$ cat config.mk
export PLATFORM = sky130hd
export DESIGN_NAME = alu_unit
export DESIGN_NICKNAME = d
export VERILOG_FILES = /design/src/rtl/alu_pkg.sv /design/src/rtl/alu_shifter.sv /design/src/rtl/alu_unit.sv
export SDC_FILE = /design/constraint.sdc
export NUM_CORES = 1
export LEC_CHECK = 0
export CELL_PAD_IN_SITES_DETAIL_PLACEMENT = 0
export CELL_PAD_IN_SITES_GLOBAL_PLACEMENT = 1
export CORE_ASPECT_RATIO = 0.5
export CORE_MARGIN = 2
export CORE_UTILIZATION = 44
export CTS_CLUSTER_DIAMETER = 50
export CTS_CLUSTER_SIZE = 24
export DETAILED_ROUTE_END_ITERATION = 6
export GPL_TIMING_DRIVEN = 0
export PLACE_DENSITY = 0.91
export SYNTH_ARGS = -nofsm -noshare
export SYNTH_HDL_FRONTEND = slang
export SYNTH_SLANG_ARGS = --single-unit
$ cat constraint.sdc
create_clock -name clk -period 0.85 [get_ports clk]
set_input_delay 0.17 -clock clk [delete_from_list [all_inputs] [get_ports clk]]
set_output_delay 0.17 -clock clk [all_outputs]
set_load 0.01 [all_outputs]
$ cat src/rtl/alu_pkg.sv
// alu_pkg: shared definitions for the registered ALU slice.
//   MODE_W        - width of the operation select bus
//   DEFAULT_WIDTH - default operand width
//   alu_op_e      - 4-bit opcode encoding (ADD..PASS)
package alu_pkg;

  localparam int unsigned MODE_W        = 4;
  localparam int unsigned DEFAULT_WIDTH = 8;

  typedef enum logic [MODE_W-1:0] {
    OP_ADD  = 4'd0,
    OP_SUB  = 4'd1,
    OP_MUL  = 4'd2,
    OP_AND  = 4'd3,
    OP_OR   = 4'd4,
    OP_XOR  = 4'd5,
    OP_NOT  = 4'd6,
    OP_SHL  = 4'd7,
    OP_SHR  = 4'd8,
    OP_SRA  = 4'd9,
    OP_ROL  = 4'd10,
    OP_ROR  = 4'd11,
    OP_EQ   = 4'd12,
    OP_LTU  = 4'd13,
    OP_LTS  = 4'd14,
    OP_PASS = 4'd15
  } alu_op_e;

endpackage

$ cat src/rtl/alu_shifter.sv
// alu_shifter: combinational shift/rotate unit.
//   A      - WIDTH-bit operand
//   amount - shift/rotate distance, log2(WIDTH) bits
//   opcode - one of SHL/SHR/SRA/ROL/ROR; any other opcode yields 0
//   result - WIDTH-bit shifted value
module alu_shifter
  import alu_pkg::*;
#(
  parameter int unsigned WIDTH = DEFAULT_WIDTH
) (
  input  logic [WIDTH-1:0]         A,
  input  logic [$clog2(WIDTH)-1:0] amount,
  input  alu_op_e                  opcode,
  output logic [WIDTH-1:0]         result
);

  logic [2*WIDTH-1:0] rol_wide;
  logic [2*WIDTH-1:0] ror_wide;

  // Rotates shift a doubled copy of A so wrapped bits fall into the kept half.
  always_comb begin
    rol_wide = {A, A} << amount;
    ror_wide = {A, A} >> amount;
  end

  always_comb begin
    result = '0;
    case (opcode)
      OP_SHL:  result = A << amount;
      OP_SHR:  result = A >> amount;
      OP_SRA:  result = $unsigned($signed(A) >>> amount);
      OP_ROL:  result = rol_wide[2*WIDTH-1:WIDTH];
      OP_ROR:  result = ror_wide[WIDTH-1:0];
      default: result = '0;
    endcase
  end

endmodule

$ cat src/rtl/alu_unit.sv
// alu_unit: registered arithmetic/logic unit, one-cycle latency.
//   clk   - rising-edge clock
//   rst_n - asynchronous active-low reset, clears Y
//   A, B  - WIDTH-bit operands (B[log2(WIDTH)-1:0] is the shift amount)
//   mode  - 4-bit opcode (alu_pkg::alu_op_e)
//   Y     - 2*WIDTH-bit registered result, unused upper bits 0
// Build option: define ALU_MUL_EN to build the unsigned multiplier;
// without it opcode MUL returns 0.
module alu_unit
  import alu_pkg::*;
#(
  parameter int unsigned WIDTH = DEFAULT_WIDTH
) (
  input  logic                 clk,
  input  logic                 rst_n,
  input  logic [WIDTH-1:0]     A,
  input  logic [WIDTH-1:0]     B,
  input  logic [MODE_W-1:0]    mode,
  output logic [2*WIDTH-1:0]   Y
);

  localparam int unsigned SHW = $clog2(WIDTH);

  alu_op_e            op;
  logic [WIDTH-1:0]   shift_res;
  logic [2*WIDTH-1:0] res;

  // All 16 encodings are enumerated, so the cast never yields an unnamed value.
  assign op = alu_op_e'(mode);

  alu_shifter #(
    .WIDTH (WIDTH)
  ) u_shifter (
    .A      (A),
    .amount (B[SHW-1:0]),
    .opcode (op),
    .result (shift_res)
  );

  always_comb begin
    res = '0;
    case (op)
      // Bit WIDTH is carry-out for ADD and borrow for SUB.
      OP_ADD:  res[WIDTH:0]   = {1'b0, A} + {1'b0, B};
      OP_SUB:  res[WIDTH:0]   = {1'b0, A} - {1'b0, B};
`ifdef ALU_MUL_EN
      OP_MUL:  res            = {{WIDTH{1'b0}}, A} * {{WIDTH{1'b0}}, B};
`else
      OP_MUL:  res            = '0;
`endif
      OP_AND:  res[WIDTH-1:0] = A & B;
      OP_OR:   res[WIDTH-1:0] = A | B;
      OP_XOR:  res[WIDTH-1:0] = A ^ B;
      OP_NOT:  res[WIDTH-1:0] = ~A;
      OP_SHL,
      OP_SHR,
      OP_SRA,
      OP_ROL,
      OP_ROR:  res[WIDTH-1:0] = shift_res;
      OP_EQ:   res[0]         = (A == B);
      OP_LTU:  res[0]         = (A < B);
      OP_LTS:  res[0]         = ($signed(A) < $signed(B));
      OP_PASS: res[WIDTH-1:0] = A;
      default: res            = '0;
    endcase
  end

  always_ff @(posedge clk or negedge rst_n) begin
    if (!rst_n) Y <= '0;
    else        Y <= res;
  end

endmodule

; ---- Yosys cells after proc, flatten, opt, wreduce, memory -nomap -nowiden
; Index checks and enable logic that the tools add are counted.
[word_totals]
regBits = 9
inputBits = 22
out_inout_bits = 16
[classes]
n_addsub = 2
n_lt_le_gt_ge = 2
eq_ne = 16
n_shift = 5
n_mux = 4
bitwise = 4
reduce_logical = 2
[op_table]
columns = op, n
row1 = 7-bit one-hot mux with 8 select lines, 1
row2 = 8-bit one-hot mux with 5 select lines, 1
row3 = 4-bit == test (second input constant), 8
row4 = 4-bit by 3-bit == test with 1-bit output (second input constant), 4
row5 = 8-bit < comparator, 2
row6 = 16-bit by 3-bit left shift with 16-bit output, 1
row7 = 16-bit by 3-bit right shift with 8-bit output, 1
row8 = 1-bit one-hot mux with 12 select lines, 1
row9 = 8-bit by 8-bit adder with 9-bit output, 1
row10 = 8-bit by 8-bit subtractor with 9-bit output, 1
row11 = 8-bit bitwise AND, 1
row12 = 4-bit by 2-bit == test with 1-bit output (second input constant), 2
row13 = 8-bit == test, 1
row14 = 8-bit inverter, 1
row15 = 8-bit OR, 1
row16 = 8-bit by 3-bit left shift with 8-bit output, 1
row17 = 8-bit by 3-bit right shift with 8-bit output, 1
row18 = 8-bit by 3-bit >>> shifter with 8-bit output, 1
row19 = 8-bit bitwise XOR, 1
row20 = 5-bit OR reduction, 1
row21 = 4-bit by 1-bit == test with 1-bit output (second input constant), 1
row22 = 4-bit logical NOT, 1
row23 = 1-bit one-hot mux with 2 select lines, 1

; ---- Depth between registers and ports, before layout
; Gate-level depths: netlist of the first run.
[logic_depth]
depth_word = 3
depth_mapped = 10

; ---- Cells and area by module
; A second synthesis of the first run with hierarchy kept.
[unflattened]
hier_cells = 392
area_unflattened_um2 = 2882.8
[by_module_without_submodules]
columns = mod, instances, cells_per_inst, area_each_um2, seq_area_each_um2
row1 = alu_unit, 1, 250, 1881.8, 225.2
row2 = alu_shifter, 1, 142, 1001.0, 0.0

; ---- Worst setup path before layout of the first run
; Ideal clock, no wire load.
[synth_path]
path_type = input to register
start = input A[6]
end = register Y[0]
setup_time_ns = 0.066
t_arrival_ns = 2.290
setup_slack_ns = -1.506
cell_stages = 9
path_cell_list = clkbuf_1 -> inv_1 -> ha_1 -> or4_4 -> or4_1 -> a31oi_1 -> a211oi_1 -> o311ai_1 -> o32a_1
[synth_via]
elab_chain_cells = 3
word_cells_on_any_way = 10
cone_classes = 2 x order compare / 1 x eq/ne / 5 x shift / 2 x mux
[synth_rtl]
columns = item, line_no
row1 = "start, declared", alu_unit.sv:16  ; input logic [WIDTH-1:0] A,
row2 = 16-bit by 3-bit right shift with 8-bit output (tied with other cells), alu_shifter.sv:23  ; ror_wide = {A, A} >> amount;
row3 = 8-bit one-hot mux with 5 select lines, alu_shifter.sv:28  ; case (opcode)
row4 = 1-bit one-hot mux with 12 select lines (*), alu_unit.sv:42  ; case (op)
row5 = via res[0], alu_unit.sv:26  ; logic [2*WIDTH-1:0] res;
row6 = "end signal, assigned", alu_unit.sv:70  ; else Y <= res;
row7 = "end, declared", alu_unit.sv:19  ; output logic [2*WIDTH-1:0] Y
; Mark *: on every way through the listed nets, which the timed path passes. The rest lies on a longest branch.

; ---- Worst setup path after layout of the first run
[layout_path]
start = input B[1]
end = register Y[0]
[layout_via]
elab_chain_cells = 3
word_cells_on_any_way = 10
cone_classes = 2 x order compare / 1 x eq/ne / 5 x shift / 2 x mux
[layout_rtl]
columns = item, line_no
row1 = "start, declared", alu_unit.sv:17  ; input logic [WIDTH-1:0] B,
row2 = 16-bit by 3-bit right shift with 8-bit output (tied with other cells), alu_shifter.sv:23
row3 = 8-bit one-hot mux with 5 select lines, alu_shifter.sv:28
row4 = 1-bit one-hot mux with 12 select lines (*), alu_unit.sv:42
row5 = via res[0], alu_unit.sv:26
; Marked as above.

==> results of run 1 <==
## power groups by stage
stage	Sequential, W	Clock [W]	Combinational, W
after floorplan	0.000543	0	0.00113
after global placement	0.000506	0	0.00178
after detailed placement	0.000509	0	0.00179
after CTS	0.000500	0.000849	0.00215
after global routing	0.000508	0.000884	0.00243
final	0.000500	0.000850	0.00235
## repair_timing
item                                    in CTS  in global routing
pin swaps                                   40                 30
cloned                                       1                  0
endpoints found under the hold margin        0                  0
resized for setup                          205                 27
setup buffers                               46                  8
endpoints found under the setup margin      18                 18
## cells in the final DEF (no fill, tap or decap), types with 4 or more instances in the layout
| cell type | Yosys | layout |
|---|---|---|
| nor3_1 | 10 | 9 |
| buf_6 | 2 | 17 |
| o21ai_0 | 20 | 12 |
| o211ai_1 | 6 | 6 |
| nor2_1 | 23 | 21 |
| dfrtp_1 | 9 | 9 |
| mux2_2 | 3 | 4 |
| buf_8 | 0 | 4 |
| inv_2 | 5 | 11 |
| a21oi_2 | 0 | 7 |
| nand3_1 | 11 | 11 |
| clkbuf_2 | 0 | 4 |
| buf_12 | 0 | 5 |
| o22ai_1 | 9 | 7 |
| ha_1 | 25 | 15 |
| clkbuf_16 | 0 | 4 |
| ha_4 | 0 | 10 |
| a21oi_1 | 27 | 19 |
| o21ai_1 | 8 | 11 |
| nor2b_1 | 10 | 9 |
| buf_2 | 9 | 13 |
| mux4_2 | 4 | 4 |
| inv_1 | 21 | 6 |
| a221o_1 | 4 | 4 |
| nand2_1 | 38 | 36 |
| a22oi_1 | 4 | 4 |
| conb_1 | 1 | 7 |
| o21ai_2 | 0 | 5 |
| mux2i_1 | 14 | 12 |
| clkbuf_1 | 17 | 6 |
| a31oi_1 | 8 | 6 |
| buf_4 | 7 | 58 |
## per-layer routing
metal	wire, microns	vias to the layer above	track usage	share of wire
li1	-	1549	-	-
met1	4920	1694	0.483	0.40
met2	4870	313	0.542	0.39
met3	1960	94	0.165	0.16
met4	653	0	0.113	0.053
met5	0	-	0	0
## path summary, 6_finish.rpt
| kind | to | slack, ps | startpoint |
|---|---|---|---|
| hold / removal | Y[8] | 250 | rst_n |
| setup / recovery | Y[0] | -1230 | B[1] |
| min in group clk | Y[5] | 370 | A[5] |
| max in group asynchronous | Y[6] | 290 | rst_n |
## kinds of logic (layout without fill, tap and decap cells)
logic type,Yosys count,after routing,synth area share
mux,25,25,0.117
simple gates,118,118,0.229
fa+ha+maj,27,27,0.134
buf+inv,63,146,0.110
compound gates,126,126,0.323
flops,9,9,0.0855
other cells,1,7,0.00142
## through the flow
stage / TNS, ps / util / std cells
5_1_grt: -10310 / 0.720 / 531
2_1_floorplan: -8110 / - / 375
3_5_place_dp: -20690 / 0.576 / 476
6_report: -9740 / 0.720 / 531
3_3_place_gp: -20630 / 0.576 / 476
4_1_cts: -9250 / 0.698 / 524
## cell type report
| class | count | share of cell area |
|---|---|---|
| sequential | 9 | 0.0556 |
| timing repair buffer | 83 | 0.174 |
| clock buffer | 4 | 0.0194 |
| tap | 73 | 0.0225 |
| inverter | 26 | 0.0358 |
| multi-input combinational | 303 | 0.619 |
| buffer | 33 | 0.0741 |
==> impl_metrics.yaml, run 1 <==
sta:
  slew-limit-headroom: 0.584
  grt_setup_unrepaired: "true"
  setup_viol: 18
  layout_min_cycle_time_ps: 2080
  fin_ws_ps: -1230
  hold_ws_ps: 247
  tightest_slew_ps: 619
  finalCritPeriodShare: 2.45
  fmax_mhz: 480
  hold_viol_final: 0
  slew_viol_final: 0
clock_tree:
  clockRootBuffer: "clkbuf_16"
  path_clk_slew_ps: 40
  clock_sinks: 9
  cts_made_buffers: 3
  ctsLongestPathBuffers: 2
  cts-htree-levels: 1
  cts_tree: "done"
  holdBufCountCts: 0
finish:
  fin_area_sq_um: 4050
  reg_top3: "Y (9)"
  syn_to_final_growth_pct: 53.8
  layout-drive-gt1-share: 0.428
  multiInputGateArea_sq_um: 2510
  fin_nets: 508
  regMostFlops: "Y"
  diodes: 0
  largest_register_ffs: 9
  regArea_sq_um: 225
  nFillCells: 425
pwr:
  p_sw_frac: 0.412
  p_int_w: 0.00217
  max-vdd-ir-drop_uv: 744
  p_per_area_nw_per_um2: 912
  switchingPower_w: 0.00152
  total_power_w: 0.00370
  leakagePower_nw: 1.70
  clockPowerShare: 0.230
  power_frac_comb: 0.635
  p_seq_frac: 0.135
die:
  die_w_microns: 113
  start_util: 0.468
  die_y_microns: 58.7
  dieArea_sq_um: 6660
  rows: 19
  ios: 38
  core-area_sq_um: 5630
worst_setup_path:
  worstPathMaxFanout: 4
  cp.required_ps: 1010
  path_class: "in2reg"
  path_buf_inv: 4
  critPathSlowestCell: "or4_1"
  cp-end-kind: "register"
  cp_slowest_stage_delay_ps: 470
  path_cells: "buf_8 > buf_8 > buf_12 > clkinv_8 > ha_4 > or4_4 > or4_1 > a31oi_1 > a211oi_2 > o311ai_1 > o32a_1"
  cp_common_cell: "buf_8"
  critPathTopFamily: "simple AND/OR/NAND/NOR gates"
  cp.depth: 11
  cp-start-kind: "primary input"
  arrival_ps: 2250
logic_synthesis:
  synth_top_cell_by_area: "ha_1"
  synth-main-ff-cell: "dfrtp_1"
  ys_seq_area_frac: 0.0855
  syn_area_sq_um: 2640
  yosys_warnings: 0
  synth.most_common_cell: "nand2_1"
  synth.avg_cell_area_sq_um: 7.14
  yosysUniqueCellTypes: 66
  synth_area_leaders: "ha_1 (12%), dfrtp_1 (8.5%), nand2_1 (5.4%), mux2i_1 (5.3%), a21oi_1 (5.1%)"
  synth_common_cells: "nand2_1 (38), a21oi_1 (27), ha_1 (25)"
  ys_ff_latch: 9
  synth_edf_count: 0
  synthCells: 369
  yosysTopAreaCellShare: 0.119
  async_flop_share: 1.00
drt:
  post-route-drc-count: 0
  wire_per_inst_microns: 23.4
  via_count: 3650
  dr.pass1.iters: 6
  drt_iter0_markers: 576
  ant_nets: 0
  routed_wl_microns: 12400
  via_per_inst: 6.87
worst_hold_path:
  hp-class: "in2async"
global_route:
  grt_overflow: 0
  antenna_found_initial: 0
  grt_pass1_vias: 3259
  grtUsageTotal: 0.366
  grt_pass1_wl_microns: 18400
  grt_max_degree: 11
placement:
  post-dp-hpwl_microns: 8270
  gp_congestion: 1.03
  io_buffers: 28
  place_area_sq_um: 3250
  place_ws_ps: -2550
outcome:
  status: "finished with violations"
  violations: "setup timing"
job:
  maxCapViolations: 0
No activity file was read; power rests on OpenSTA's default activity.
==> run 2, diff against run 1 <==
--- a/config.mk
+++ b/config.mk
@@ -9,12 +9,14 @@
 export CELL_PAD_IN_SITES_GLOBAL_PLACEMENT = 1
 export CORE_ASPECT_RATIO = 0.5
 export CORE_MARGIN = 2
-export CORE_UTILIZATION = 44
+export CORE_UTILIZATION = 45
 export CTS_CLUSTER_DIAMETER = 50
 export CTS_CLUSTER_SIZE = 24
 export DETAILED_ROUTE_END_ITERATION = 6
+export GPL_ROUTABILITY_DRIVEN = 0
 export GPL_TIMING_DRIVEN = 0
 export PLACE_DENSITY = 0.91
 export SYNTH_ARGS = -nofsm -noshare
 export SYNTH_HDL_FRONTEND = slang
+export SYNTH_HIERARCHICAL = 1
 export SYNTH_SLANG_ARGS = --single-unit
==> impl_metrics.yaml, run 2 <==
outcome:
  status: "finished with violations"
  violations: "setup timing"
logic_synthesis:
  synth-main-ff-cell: "dfrtp_1"
  synth_top_cell_by_area: "ha_1"
  synth_common_cells: "nand2_1 (36), inv_1 (29), nor2_1 (29)"
  ys_ff_latch: 9
  synth_area_leaders: "ha_1 (11%), dfrtp_1 (7.8%), mux2i_1 (6.3%), nand2_1 (4.7%), a21oi_1 (4.3%)"
  synth_edf_count: 0
  yosysUniqueCellTypes: 68
  syn_area_sq_um: 2880
  yosysTopAreaCellShare: 0.109
  yosys_warnings: 6
  synth.most_common_cell: "nand2_1"
  synthCells: 392
  synth.avg_cell_area_sq_um: 7.35
  ys_seq_area_frac: 0.0781
  async_flop_share: 1.00
placement:
  io_buffers: 30
  post-dp-hpwl_microns: 7030
  place_ws_ps: -2250
  placed_cells: 516
sta:
  setup_tns_ps: -10510
  fmax_mhz: 457
  hold_ws_ps: 223
  finalCritPeriodShare: 2.57
  grt_setup_unrepaired: "true"
  slew-limit-headroom: 0.460
  fin_ws_ps: -1340
  setup_viol: 18
  slew_viol_final: 0
  layout_min_cycle_time_ps: 2190
  hold_viol_final: 0
  tightest_slew_ps: 802
global_route:
  grt_overflow: 0
  grt_max_degree: 16
  grtUsageTotal: 0.285
  grt_pass1_wl_microns: 15700
  antenna_found_initial: 0
  grt_pass1_vias: 3223
finish:
  fin_nets: 517
  fin_cells: 555
  diodes: 0
  reg_top3: "Y (9)"
  final_common_cell: "buf_4"
  largest_register_ffs: 9
  nFillCells: 496
  multiInputGateArea_sq_um: 2680
  syn_to_final_growth_pct: 39.9
  regArea_sq_um: 225
  regMostFlops: "Y"
  layout_common_cells: "buf_4 (39), nand2_1 (35), nor2_1 (26)"
  layout-drive-gt1-share: 0.355
pwr:
  total_power_w: 0.00365
  leakagePower_nw: 1.73
  p_per_area_nw_per_um2: 904
  max-vdd-ir-drop_uv: 633
die:
  dieArea_sq_um: 7100
  rows: 20
  start_util: 0.470
  core-area_sq_um: 6130
  ios: 38
  die_w_microns: 117
  die_y_microns: 60.6
clock_tree:
  cts-htree-levels: 1
  path_clk_slew_ps: 40
  cts_made_buffers: 3
  clockRootBuffer: "clkbuf_16"
  clock_sinks: 9
  cts_tree: "done"
  ctsLongestPathBuffers: 2
worst_hold_path:
  hp-class: "in2async"
drt:
  dr.pass1.iters: 5
  via_per_inst: 6.37
  wire_per_inst_microns: 19.1
  ant_nets: 0
  routed_wl_microns: 10600
  via_count: 3537
  drt_iter0_markers: 519
  post-route-drc-count: 0
worst_setup_path:
  arrival_ps: 2300
  cp-start-kind: "primary input"
  path_class: "in2reg"
  worstPathMaxFanout: 12
  cp.required_ps: 960
  cp-end-kind: "register"
job:
  maxCapViolations: 0
-- run 2: cell count changes after synthesis, sizes merged, moves of 6 or more --
cell,delta
buf,+7
clkbuf,-10
mux2,+6
nand2b,+14
nor2,+6
-- run 2: per-stage QoR --
stage                      util  area (sq um)
after CTS                 0.625          3830
after floorplan               -          2960
after detailed placement  0.550          3370
final                     0.658          4030
after global routing      0.658          4030
after global placement    0.550          3370
-- run 2: final cells by class --
class                      instances  share of cell area
multi-input combinational        326               0.665
clock buffer                       4              0.0195
buffer                            34              0.0717
timing repair buffer              65               0.133
tap                               88              0.0273
inverter                          29              0.0276
sequential                         9              0.0558
-- run 2: kinds of logic (layout without fill, tap and decap cells) --
| family | count (synthesis) | after routing | share of synthesized area |
|---|---|---|---|
| multiplexers | 34 | 34 | 0.139 |
| buffers and inverters | 63 | 132 | 0.115 |
| AO/OA/AOI/OAI | 122 | 122 | 0.295 |
| flip-flops | 9 | 9 | 0.0781 |
| AND/OR/NAND/NOR | 130 | 130 | 0.230 |
| other | 1 | 7 | 0.00130 |
| XOR/XNOR | 6 | 6 | 0.0182 |
| adder cells (fa/ha/maj) | 27 | 27 | 0.122 |
-- run 2: power breakdown --
part	switching [W]	internal, W	total, W
Sequential	0.0000113	0.000484	0.000496
Combinational	0.00126	0.00105	0.00231
Clock	0.000208	0.000627	0.000835
Total	0.00148	0.00217	0.00365
-- run 2: worst max-delay path by stage --
stage                     startpoint    to  slack, ps  depth (start not counted)
after global routing         mode[3]  Y[1]      -1380                         11
after CTS                       B[1]  Y[1]      -1240                         11
after detailed placement        A[1]  Y[1]      -2250                         10
after floorplan                 B[1]  Y[1]      -1110                         10
final                        mode[3]  Y[1]      -1340                         11
after global placement          A[1]  Y[1]      -2100                         10
-- run 2: critical path, stage by stage --
cell	delay [ps]
buf_2	180
nor2b_1	150
buf_2	190
nand2_1	130
nor2_1	70
a2111oi_2	450
a31oi_2	120
mux2_4	290
a32oi_1	190
o21ai_1	90
a211o_1	280
-- run 2: repair_timing --
item / 4_1_cts / 5_1_grt
setup endpoints to repair: 18 / 18
buffers inserted: 31 / 4
gates resized for setup: 171 / 49
pin swaps: 33 / 17
hold buffers: 0 / 0
-- run 2: metal layers --
layer | vias to the layer above | track usage | part of all wire
met5 | - | 0 | 0
li1 | 1589 | - | -
met3 | 52 | 0.0410 | 0.083
met1 | 1669 | 0.381 | 0.42
met4 | 0 | 0.106 | 0.043
met2 | 227 | 0.477 | 0.45
==> run 3, diff against run 2 <==
--- a/config.mk
+++ b/config.mk
@@ -9,13 +9,13 @@
 export CELL_PAD_IN_SITES_GLOBAL_PLACEMENT = 1
 export CORE_ASPECT_RATIO = 0.5
 export CORE_MARGIN = 2
-export CORE_UTILIZATION = 45
+export CORE_UTILIZATION = 42
 export CTS_CLUSTER_DIAMETER = 50
 export CTS_CLUSTER_SIZE = 24
 export DETAILED_ROUTE_END_ITERATION = 6
 export GPL_ROUTABILITY_DRIVEN = 0
 export GPL_TIMING_DRIVEN = 0
-export PLACE_DENSITY = 0.91
+export PLACE_DENSITY = 0.86
 export SYNTH_ARGS = -nofsm -noshare
 export SYNTH_HDL_FRONTEND = slang
 export SYNTH_HIERARCHICAL = 1
==> constraint.sdc (replaced) <==
create_clock -name clk -period 2.2 [get_ports clk]
set_input_delay 0.44 -clock clk [delete_from_list [all_inputs] [get_ports clk]]
set_output_delay 0.44 -clock clk [all_outputs]
set_load 0.02 [all_outputs]
==> impl_metrics.yaml, run 3 (synthesis gave the netlist of run 2 again) <==
drt:
  drt_iter0_markers: 519
  via_count: 3423
  wire_per_inst_microns: 18.6
  post-route-drc-count: 0
  dr.pass1.iters: 5
  routed_wl_microns: 10300
  ant_nets: 0
  via_per_inst: 6.18
die:
  start_util: 0.432
  die_y_microns: 62.6
  dieArea_sq_um: 7580
  die_w_microns: 121
  rows: 21
  core-area_sq_um: 6670
  ios: 38
worst_setup_path:
  cp-start-kind: "primary input"
  worstPathMaxFanout: 7
  arrival_ps: 2480
  critPathSlowestCell: "a311o_1"
  path_cells: "buf_8 > buf_12 > buf_4 > buf_4 > mux2_2 > mux2i_4 > a211oi_2 > a311o_1 > a221oi_2 > o221ai_2"
  cp.required_ps: 2300
  cp_slowest_stage_delay_ps: 410
  path_class: "in2reg"
  cp-end-kind: "register"
  cp_common_cell: "buf_4"
clock_tree:
  clockRootBuffer: "clkbuf_16"
  cts_made_buffers: 3
  holdBufCountCts: 0
  cts_tree: "done"
  ctsLongestPathBuffers: 2
  clock_sinks: 9
  path_clk_slew_ps: 40
  cts-htree-levels: 1
finish:
  fin_nets: 512
  layout_common_cells: "buf_4 (38), nand2_1 (36), nor2_1 (26)"
  layout-drive-gt1-share: 0.316
  reg_top3: "Y (9)"
  fin_cells: 554
  syn_to_final_growth_pct: 35.9
  final_common_cell: "buf_4"
  diodes: 0
  largest_register_ffs: 9
  regMostFlops: "Y"
  finish.utilization: 0.587
sta:
  layout_min_cycle_time_ps: 2380
  finalCritPeriodShare: 1.08
  fmax_mhz: 420
  fin_ws_ps: -181
  grt_setup_unrepaired: "true"
  hold_ws_ps: 505
  hold_viol_final: 0
  setup_viol: 6
  slew-limit-headroom: 0.414
  slew_viol_final: 0
  tightest_slew_ps: 870
global_route:
  grt_overflow: 0
  antenna_found_initial: 0
  grt_pass1_vias: 3149
  grt_pass1_wl_microns: 15700
  grtUsageTotal: 0.253
  grt_max_degree: 16
placement:
  place_ws_ps: -1040
  io_buffers: 30
  placed_cells: 520
  post-dp-hpwl_microns: 7040
pwr:
  p_sw_frac: 0.409
  p_per_area_nw_per_um2: 360
  max-vdd-ir-drop_uv: 215
  switchingPower_w: 0.000577
  p_int_w: 0.000834
  p_seq_frac: 0.137
  power_frac_comb: 0.640
  clockPowerShare: 0.224
  leakagePower_nw: 1.66
job:
  maxCapViolations: 0
worst_hold_path:
  hp-class: "in2async"
outcome:
  violations: "setup timing"
  status: "finished with violations"
[run 3: final timing paths]
kind                       start  endpoint  slack, ps  depth (start not counted)
worst max-delay path        B[1]      Y[7]       -180                         10
worst min-delay path       rst_n      Y[7]        500                          1
max in group asynchronous  rst_n      Y[0]       1410                          1
min in group clk            A[7]      Y[7]        730                          5
[run 3: what timing repair did]
| item | in CTS | in global routing |
|---|---|---|
| gates cloned | 0 | 0 |
| resized for setup | 112 | 50 |
| pin swaps | 19 | 26 |
| endpoints found under the setup margin | 9 | 8 |
| buffers inserted | 23 | 9 |
[run 3: metrics by stage]
stage               instance area (sq um)  TNS (ps)  total power, W
global placement                     3340     -7680        0.000904
finish                               3920      -635         0.00141
global route                         3920     -1060         0.00149
detailed placement                   3340     -7770        0.000914
floorplan                            2920     -51.5        0.000679
CTS                                  3710      -287         0.00132
[run 3: cell type report]
type / instances / area [sq um]
sequential: 9 / 225
buffer: 34 / 288
timing repair buffer: 60 / 480
tap: 92 / 115
multi-input combinational: 326 / 2620
inverter: 29 / 109
fill: 622 / 2760
clock buffer: 4 / 78.8
[run 3: worst max-delay path: cells and delay by family]
family                 cells  cell delay, ps
AO/OA/AOI/OAI              4             990
multiplexers               2             600
buffers and inverters      4             460
[run 3: power by group through the flow]
stage	clock network [W]	registers, W	logic (W)
after CTS	0.000321	0.000193	0.000807
after floorplan	0	0.000223	0.000456
final	0.000316	0.000193	0.000903
after detailed placement	0	0.000195	0.000719
after global placement	0	0.000193	0.000710
after global routing	0.000333	0.000195	0.000961
[run 3: per-layer routing]
metal  GRT usage  share of wire  vias to the layer above
met5           0              0                        -
met4      0.0632          0.033                        0
met3      0.0310           0.10                       48
met2       0.421           0.45                      237
met1       0.349           0.42                     1577
li1            -              -                     1561
